**src/rtl/cpu_clock_sequencer.sv**
```systemverilog
// Purpose: issues the 6502 clock-enable from 1 Hz tick, fast divider or every CLK, with halt/step/break.
// Latency: CPU_CE is registered, 1 CLK after the qualifying source or step event.
// Backpressure: none; RUN_REQ/BREAK gate issue. Optional CYCLE_COUNTER_EN macro enables CYCLE_COUNT.
module cpu_clock_sequencer #(
    parameter int FAST_DIV        = 50,
    parameter int SYNC_STAGES     = 2,
    parameter int DEBOUNCE_CYCLES = 1_000_000
) (
    input  logic        CLK,
    input  logic        RESET_N,
    input  logic        TICK_1HZ,
    input  logic [1:0]  MODE,
    input  logic        RUN_REQ,
    input  logic        STEP_BTN,
    input  logic        BREAK,
    output logic        CPU_CE,
    output logic        RUNNING,
    output logic        HALTED_BY_BREAK,
    output logic [31:0] CYCLE_COUNT
);

    localparam int DIV_W = (FAST_DIV > 2) ? $clog2(FAST_DIV) : 1;
    localparam int DB_W  = $clog2(DEBOUNCE_CYCLES + 1);

    typedef enum logic [1:0] {
        HALT = 2'd0,
        RUN  = 2'd1,
        BRK  = 2'd2
    } state_t;

    state_t                   state;
    logic [DIV_W-1:0]         div;
    logic                     div_tc;
    logic                     src;
    logic [SYNC_STAGES-1:0]   sync_q;
    logic                     synced;
    logic [DB_W-1:0]          db_cnt;
    logic                     deb_level;
    logic                     deb_prev;
    logic                     step_evt;

    assign div_tc   = (div == DIV_W'(FAST_DIV - 1));
    assign synced   = sync_q[SYNC_STAGES-1];
    assign step_evt = deb_level & ~deb_prev;

    always_comb begin
        src = 1'b0;
        case (MODE)
            2'b00:   src = TICK_1HZ;
            2'b01:   src = div_tc;
            2'b10:   src = 1'b1;
            default: src = 1'b0;
        endcase
    end

    // Divider only runs while actually running in fast mode, so any mode change restarts it.
    always_ff @(posedge CLK or negedge RESET_N) begin
        if (!RESET_N) begin
            div <= '0;
        end else if (state == RUN && MODE == 2'b01) begin
            div <= div_tc ? '0 : div + 1'b1;
        end else begin
            div <= '0;
        end
    end

    always_ff @(posedge CLK or negedge RESET_N) begin
        if (!RESET_N) begin
            sync_q <= '0;
        end else begin
            sync_q <= {sync_q[SYNC_STAGES-2:0], STEP_BTN};
        end
    end

    // Counts consecutive samples that disagree with the current level; any agreeing sample restarts.
    always_ff @(posedge CLK or negedge RESET_N) begin
        if (!RESET_N) begin
            db_cnt    <= '0;
            deb_level <= 1'b0;
            deb_prev  <= 1'b0;
        end else begin
            deb_prev <= deb_level;
            if (synced == deb_level) begin
                db_cnt <= '0;
            end else if (db_cnt == DB_W'(DEBOUNCE_CYCLES - 1)) begin
                db_cnt    <= '0;
                deb_level <= synced;
            end else begin
                db_cnt <= db_cnt + 1'b1;
            end
        end
    end

    always_ff @(posedge CLK or negedge RESET_N) begin
        if (!RESET_N) begin
            state           <= HALT;
            CPU_CE          <= 1'b0;
            RUNNING         <= 1'b0;
            HALTED_BY_BREAK <= 1'b0;
        end else begin
            case (state)
                HALT: begin
                    CPU_CE <= step_evt;
                    if (RUN_REQ) begin
                        state           <= RUN;
                        RUNNING         <= 1'b1;
                        HALTED_BY_BREAK <= 1'b0;
                    end
                end
                RUN: begin
                    CPU_CE <= src;
                    if (!RUN_REQ) begin
                        state           <= HALT;
                        RUNNING         <= 1'b0;
                        HALTED_BY_BREAK <= 1'b0;
                    end else if (src && BREAK) begin
                        state           <= BRK;
                        RUNNING         <= 1'b0;
                        HALTED_BY_BREAK <= 1'b1;
                    end
                end
                BRK: begin
                    CPU_CE <= step_evt;
                    if (!RUN_REQ) begin
                        state           <= HALT;
                        RUNNING         <= 1'b0;
                        HALTED_BY_BREAK <= 1'b0;
                    end
                end
                default: begin
                    state           <= HALT;
                    CPU_CE          <= 1'b0;
                    RUNNING         <= 1'b0;
                    HALTED_BY_BREAK <= 1'b0;
                end
            endcase
        end
    end

`ifdef CYCLE_COUNTER_EN
    logic [31:0] cycle_cnt;

    always_ff @(posedge CLK or negedge RESET_N) begin
        if (!RESET_N) begin
            cycle_cnt <= '0;
        end else if (CPU_CE) begin
            cycle_cnt <= cycle_cnt + 32'd1;
        end
    end

    assign CYCLE_COUNT = cycle_cnt;
`else
    assign CYCLE_COUNT = 32'h0;
`endif

endmodule
```
**config.mk**
```make
export PLATFORM = sky130hd
export DESIGN_NAME = cpu_clock_sequencer
export DESIGN_NICKNAME = d
export VERILOG_FILES = /design/src/rtl/cpu_clock_sequencer.sv
export SDC_FILE = /design/constraint.sdc
export NUM_CORES = 1
export LEC_CHECK = 0
export ABC_AREA = 1
export CAP_MARGIN = 25
export CELL_PAD_IN_SITES_DETAIL_PLACEMENT = 0
export CELL_PAD_IN_SITES_GLOBAL_PLACEMENT = 1
export CORE_MARGIN = 2
export CORE_UTILIZATION = 40
export DETAILED_ROUTE_END_ITERATION = 8
export PLACE_DENSITY = 0.81
export SLEW_MARGIN = 20
export SYNTH_ARGS = -nofsm -noshare
export SYNTH_HDL_FRONTEND = slang
export SYNTH_SLANG_ARGS = --single-unit
```
**constraint.sdc**
```tcl
create_clock -name CLK -period 3 [get_ports CLK]
set_clock_uncertainty 0.1 [all_clocks]
set_input_delay 0.45 -clock CLK [delete_from_list [all_inputs] [get_ports CLK]]
set_output_delay 0.45 -clock CLK [all_outputs]
set_load 0.1 [all_outputs]
```
==> run metrics, run 1 <==
yosys warns 0; RSZ-0062 raised after global routing false; synth unique cells 30; vias in the first global route about 1,300; largest family of logic cells by synthesized area simple AND/OR/NAND/NOR gates; Clock Sinks 34; Critical R2R Launch db_cnt[0]; via count 1,443; final setup violation count 0; largest net degree at the start of global routing 35; global-route wire length before repair 5750 um; register area share after synthesis 42.3%; total CTS buffers 5; Primary FF master, synth dfrtp_1; syn avg cell area 7.95 um^2; Switching Power between 0.4 and 0.5 mW; CP required approximately 3.1 ns; Clk network pwr share 31.8%; Post-CTS Setup Repair Bufs 0; GPL Wtd Cong between 0.7 and 0.8; setup TNS 0 ns; Rows 25; Seq cells post-synth 34; worst hold start sync_q[0]; Synth Area in Adders 1.87%; post-synth top area share 42.3%; worst setup path end db_cnt[19]; htree depth 2; final worst path period share 56.3%; Peak Freq 592 MHz; post-route ant nets 0; Die Area roughly 5600 um^2; post-synthesis mux area share 0%; post-CTS sizing 0; nets about 280; max-capacitance violation count 0; initial antenna violation count 0; P_leak 1.00 nW; cell taking the most area after synthesis dfrtp_1; R2R depth 8; final wirelength 3350 um; hpwl dp roughly 2600 um; clk buf depth 2; CP Capture Type register; Worst EP arrival 1.77 ns; CP Max Fanout 7; Worst Setup Start Kind register; Residual DRC 0; sequential power share a little over two fifths; Period minus WS final 1.69 ns; Sw Ratio 38.1%; final hold vios 0; CTS tree done; status complete, no violations; layout cell share with drive strength beyond 1 9.23%; mapped cell area 2010 um^2; final core occ a little under half; area grow syn2layout 7.72%; CORE AREA between 4000 and 5000 um^2; Pint ~0.68 mW; main area contributors after synthesis dfrtp_1, buf_4, nor2_1; worst hold path type reg -> reg; multi-input logic area 942 um^2; gr ovfl total 0; final max-slew violation count 0; Total GRT Usage around 14%; Reg2Reg Setup Slack 1.31 ns; mean number of vias per cell 4.27; Register Area between 800 and 900 um^2; Ports 43; clk slew on worst S/H paths about 0.070 ns; most frequent cells after synthesis nor2_1, nand2_1, dfrtp_1; crit path from db_cnt[0]; number of port buffers 10; EDFF count, synth 0; Clk Latency, worst-skew pair 0.29 ns; initial core utilization 42.0%; Post-synth ARST share 100%; cts hold-fix bufs 0; worst setup path class reg -> reg; die height 74.9 um; Comb pwr share ~25%; die width 74.9 um; FF-to-FF End db_cnt[19]; Synth Area in Simple Gates 31.1%; gate count of the mapped netlist 253; PD cells 507 nW/um^2; Fillers 491; peak supply drop around 0.00019 V; post-synthesis xor/xnor area fraction 5.66%; Root Buffer Master clkbuf_8; initial drt markers 97; most numerous cell in the Yosys netlist nor2_1; Ant. Diodes 0; compound-gate portion of the synthesized area 2.30%; Avg WL per Cell 9.90 um; drt pass-1 iters 4
==> critical path, cell delays in order (launching register included) <==
cell and delay [ns]:
dfrtp_1 0.37, ha_1 0.24, inv_1 0.07, nor3_2 0.29
nand3_2 0.15, nand2_2 0.17, inv_2 0.08, nand2_1 0.07
nor2_1 0.04
==> stage by stage <==
| step | instances | setup slack (ns) | instance area (um^2) | power [mW] | hold slack [ns] |
|---|---|---|---|---|---|
| after floorplan | 284 | 1.30 | 2130 | 0.756 | 0.0544 |
| after global placement | 330 | 1.04 | 2070 | 0.759 | 0.232 |
| after detailed placement | 330 | 1.04 | 2070 | 0.759 | 0.244 |
| after CTS | 338 | 1.29 | 2170 | 1.11 | 0.260 |
| after global routing | 338 | 1.13 | 2170 | 1.15 | 0.268 |
| final | 338 | 1.31 | 2170 | 1.10 | 0.257 |
==> worst min path at each step <==
stage	end	slack, ns	depth (start not counted)
CTS	sync_q[1]	0.26	0
floorplan	CPU_CE	0.05	0
global placement	sync_q[1]	0.23	0
detailed placement	sync_q[1]	0.24	0
finish	sync_q[1]	0.26	0
global route	sync_q[1]	0.27	0
==> sequential cells by signal, indices dropped and copies added (netlist names) <==
register	count
deb_level	1
div	6
sync_q	2
deb_prev	1
state	2
db_cnt	20
CPU_CE	1
HALTED_BY_BREAK	1
==> area by class of cell <==
cell class,instances,area share (%)
multi-input combinational,193,43.5
sequential,34,39.3
timing repair buffer,11,4.62
inverter,25,4.33
tap,67,3.87
clock buffer,6,3.81
clock inverter,2,0.578
==> power groups by stage <==
stage	Sequential [mW]	Clock [mW]	Combinational (mW)
after floorplan	0.521	0	0.235
after global placement	0.487	0	0.273
after detailed placement	0.487	0	0.272
after CTS	0.478	0.364	0.272
after global routing	0.480	0.382	0.285
final	0.478	0.349	0.271
==> placed cells by master, fill, tap and decap left out, drive strengths merged <==
master | synthesis | layout
nor2 | 57 | 57
nand2 | 49 | 49
dfrtp | 34 | 34
conb | 1 | 32
inv | 24 | 24
nand3 | 17 | 17
xor2 | 9 | 9
clkdlybuf4s50 | 0 | 7
nor3 | 7 | 7
clkbuf | 0 | 6
o21ai | 4 | 4
xnor2 | 4 | 4
buf | 32 | 4
ha | 3 | 3
nand4 | 2 | 2
clkinv | 1 | 2
nor3b | 2 | 2
or2 | 1 | 1
nand3b | 1 | 1
o21bai | 1 | 1
a31oi | 1 | 1
a21oi | 1 | 1
and3 | 1 | 1
o31ai | 1 | 1
clkinvlp | 0 | 1
==> per-layer routing <==
layer	up-vias	global-route usage, %	share of wire (%)
met5	-	0	0
met4	0	6.75	2.2
met3	6	4.15	5.0
met2	38	19.7	43
met1	646	19.4	50
li1	753	-	-
==> cell families after synthesis <==
| family | after synthesis |
|---|---|
| other | 1 |
| buffers and inverters | 57 |
| DFF | 34 |
| AOI/OAI and AO/OA | 8 |
| and+or+nand+nor | 137 |
| adders and majority gates | 3 |
| xor gates and xnor gates | 13 |
Power figures use the tool's default switching activity.
==> run 2: changes to the inputs <==
CORE_UTILIZATION = 33   (was 40)
PLACE_DENSITY = 0.71   (was 0.81)
clock period = 1.5 ns   (was 3 ns; I/O delays follow)
==> run 2 against run 1 <==
Against the previous run:
- fmax up 16%
- sequential cell count stayed put
- design area increased by 14%
- total power increased by 130%
- largest power group is now the clock network
==> run metrics, run 2 (same netlist as run 1, synthesis figures left out) <==
Root Buffer Master clkbuf_8 (unchanged); final hold vios 0 (unchanged); met3 WL post-DR 113 um (was 168 um); Avg WL per Cell 10.5 um (was 9.90 um); Residual DRC 0 (unchanged); drt pass-1 iters 4 (unchanged); RSZ-0062 raised after global routing true (was false); number of port buffers 10 (unchanged); largest net degree at the start of global routing 35 (unchanged); gr ovfl total 0 (unchanged); commonest non-fill, non-tap cell in the layout nor2_1 (unchanged); nets 296 (was 281); vias in the first global route 1,429 (was 1,286); GPL Wtd Cong 0.748 (about the same); clk slew on worst S/H paths 0.07 ns (about the same); cts hold-fix bufs 0 (unchanged); global-route wire length before repair 6450 um (was 5750 um); Worst Setup Start Kind register (unchanged); final non-filler cell total 361 (was 338); Clk Latency, worst-skew pair 0.29 ns (about the same); CP Capture Type register (unchanged); Worst EP arrival 1.58 ns (was 1.77 ns); Die Area 6730 um^2 (was 5610 um^2); worst setup path class reg -> reg (unchanged); max-capacitance violation count 0 (unchanged); die height 82.1 um (was 74.9 um); initial antenna violation count 0 (unchanged); most frequent cells in the layout nor2_1, nand2_1, conb_1 (was nor2_1, nand2_1, dfrtp_1); via count 1,511 (was 1,443); CP Max Fanout 5 (was 7); Peak Freq 684 MHz (was 592 MHz); status complete, no violations (unchanged); peak supply drop 0.000458 V (was 0.000191 V); Ant. Diodes 0 (unchanged); CP required 1.62 ns (was 3.08 ns); area grow syn2layout 22.5% (was 7.72%); setup TNS 0 ns (unchanged); CORE AREA 5920 um^2 (was 4790 um^2); Rows 28 (was 25); Period minus WS final 1.46 ns (was 1.69 ns); final setup violation count 0 (unchanged); Clock Sinks 34 (unchanged); biggest registers after layout db_cnt x20, div x6 (unchanged); routed metal-1 wirelength 1790 um (was 1670 um); Cell Area, Placed 2220 um^2 (was 2070 um^2); final max-slew violation count 0 (unchanged); fin area 2460 um^2 (was 2170 um^2); final wirelength 3800 um (was 3350 um); top layer in use met4 (unchanged); die width 82.1 um (was 74.9 um); Ports 43 (unchanged); PD cells 1050 nW/um^2 (was 507 nW/um^2); CTS tree done (unchanged); mean number of vias per cell 4.19 (was 4.27); hpwl dp 2880 um (was 2570 um); worst hold path type in -> async (was reg -> reg); Largest Register db_cnt (unchanged); final worst path period share 97.5% (was 56.3%); Total GRT Usage 12.9% (was 13.9%); layout cell share with drive strength beyond 1 18.2% (was 9.23%); Final Hold Slack 0.196 ns (was 0.257 ns); max reg flops 20 (unchanged); initial drt markers 71 (was 97); clk buf depth 2 (unchanged); metal2 WL 1820 um (was 1430 um); initial core utilization 34.0% (was 42.0%); htree depth 2 (unchanged); placed insts 350 (was 330); post-route ant nets 0 (unchanged); P_leak 1.14 nW (was 1.00 nW); total CTS buffers 5 (unchanged)
==> run 2: what timing repair did <==
action                                  in CTS  in global routing
setup buffers                                0                  3
resized for setup                            4                 16
pin swaps                                    2                 11
endpoints found under the setup margin      13                 19
==> run 2: report_power, final <==
group | leakage (nW) | internal [mW] | total (mW) | switching [mW]
Sequential | 0.457 | 0.940 | 0.968 | 0.0281
Clock | 0.0683 | 0.666 | 1.01 | 0.344
Combinational | 0.615 | 0.101 | 0.598 | 0.497
==> run 2: metrics by stage <==
stage	utilization, %	power, mW	setup slack, ns
after global routing	41.6	2.68	-0.0864
after floorplan	-	1.51	0.0513
after detailed placement	37.5	1.57	-0.180
after CTS	40.3	2.60	0.00678
final	41.6	2.58	0.0371
after global placement	37.5	1.57	-0.172
==> run 2: cell type report <==
cell class / instances / area (um^2)
timing repair buffer: 26 / 270
multi-input combinational: 193 / 1010
inverter: 25 / 93.8
tap: 75 / 93.8
fill: 605 / 3460
sequential: 34 / 857
clock buffer: 5 / 68.8
clock inverter: 3 / 68.8
==> run 2: layer usage <==
metal  GRT usage (%)  up-vias
li1                -      782
met1            16.1      686
met2            21.1       36
met3            2.97        7
met4            6.00        0
met5               0        -
==> run 2: path summary, 6_finish.rpt <==
kind	start	to	slack (ns)	cells past startpoint
worst min-delay path	RESET_N	div[5]	0.20	2
max in group asynchronous	RESET_N	db_cnt[2]	0.91	2
worst max-delay path	db_cnt[0]	db_cnt[18]	0.04	7
min in group CLK	sync_q[0]	sync_q[1]	0.25	0
worst max register to register	db_cnt[0]	db_cnt[18]	0.04	7
worst min register to register	sync_q[0]	sync_q[1]	0.25	0
==> run 2: critical path, cell delays in order (launching register included) <==
cell and delay [ns]:
dfrtp_2 0.42, ha_4 0.18, nand3_4 0.12, nor3_4 0.29, nand3_2 0.09, nand2_1 0.08, inv_1 0.04, nor2_1 0.07
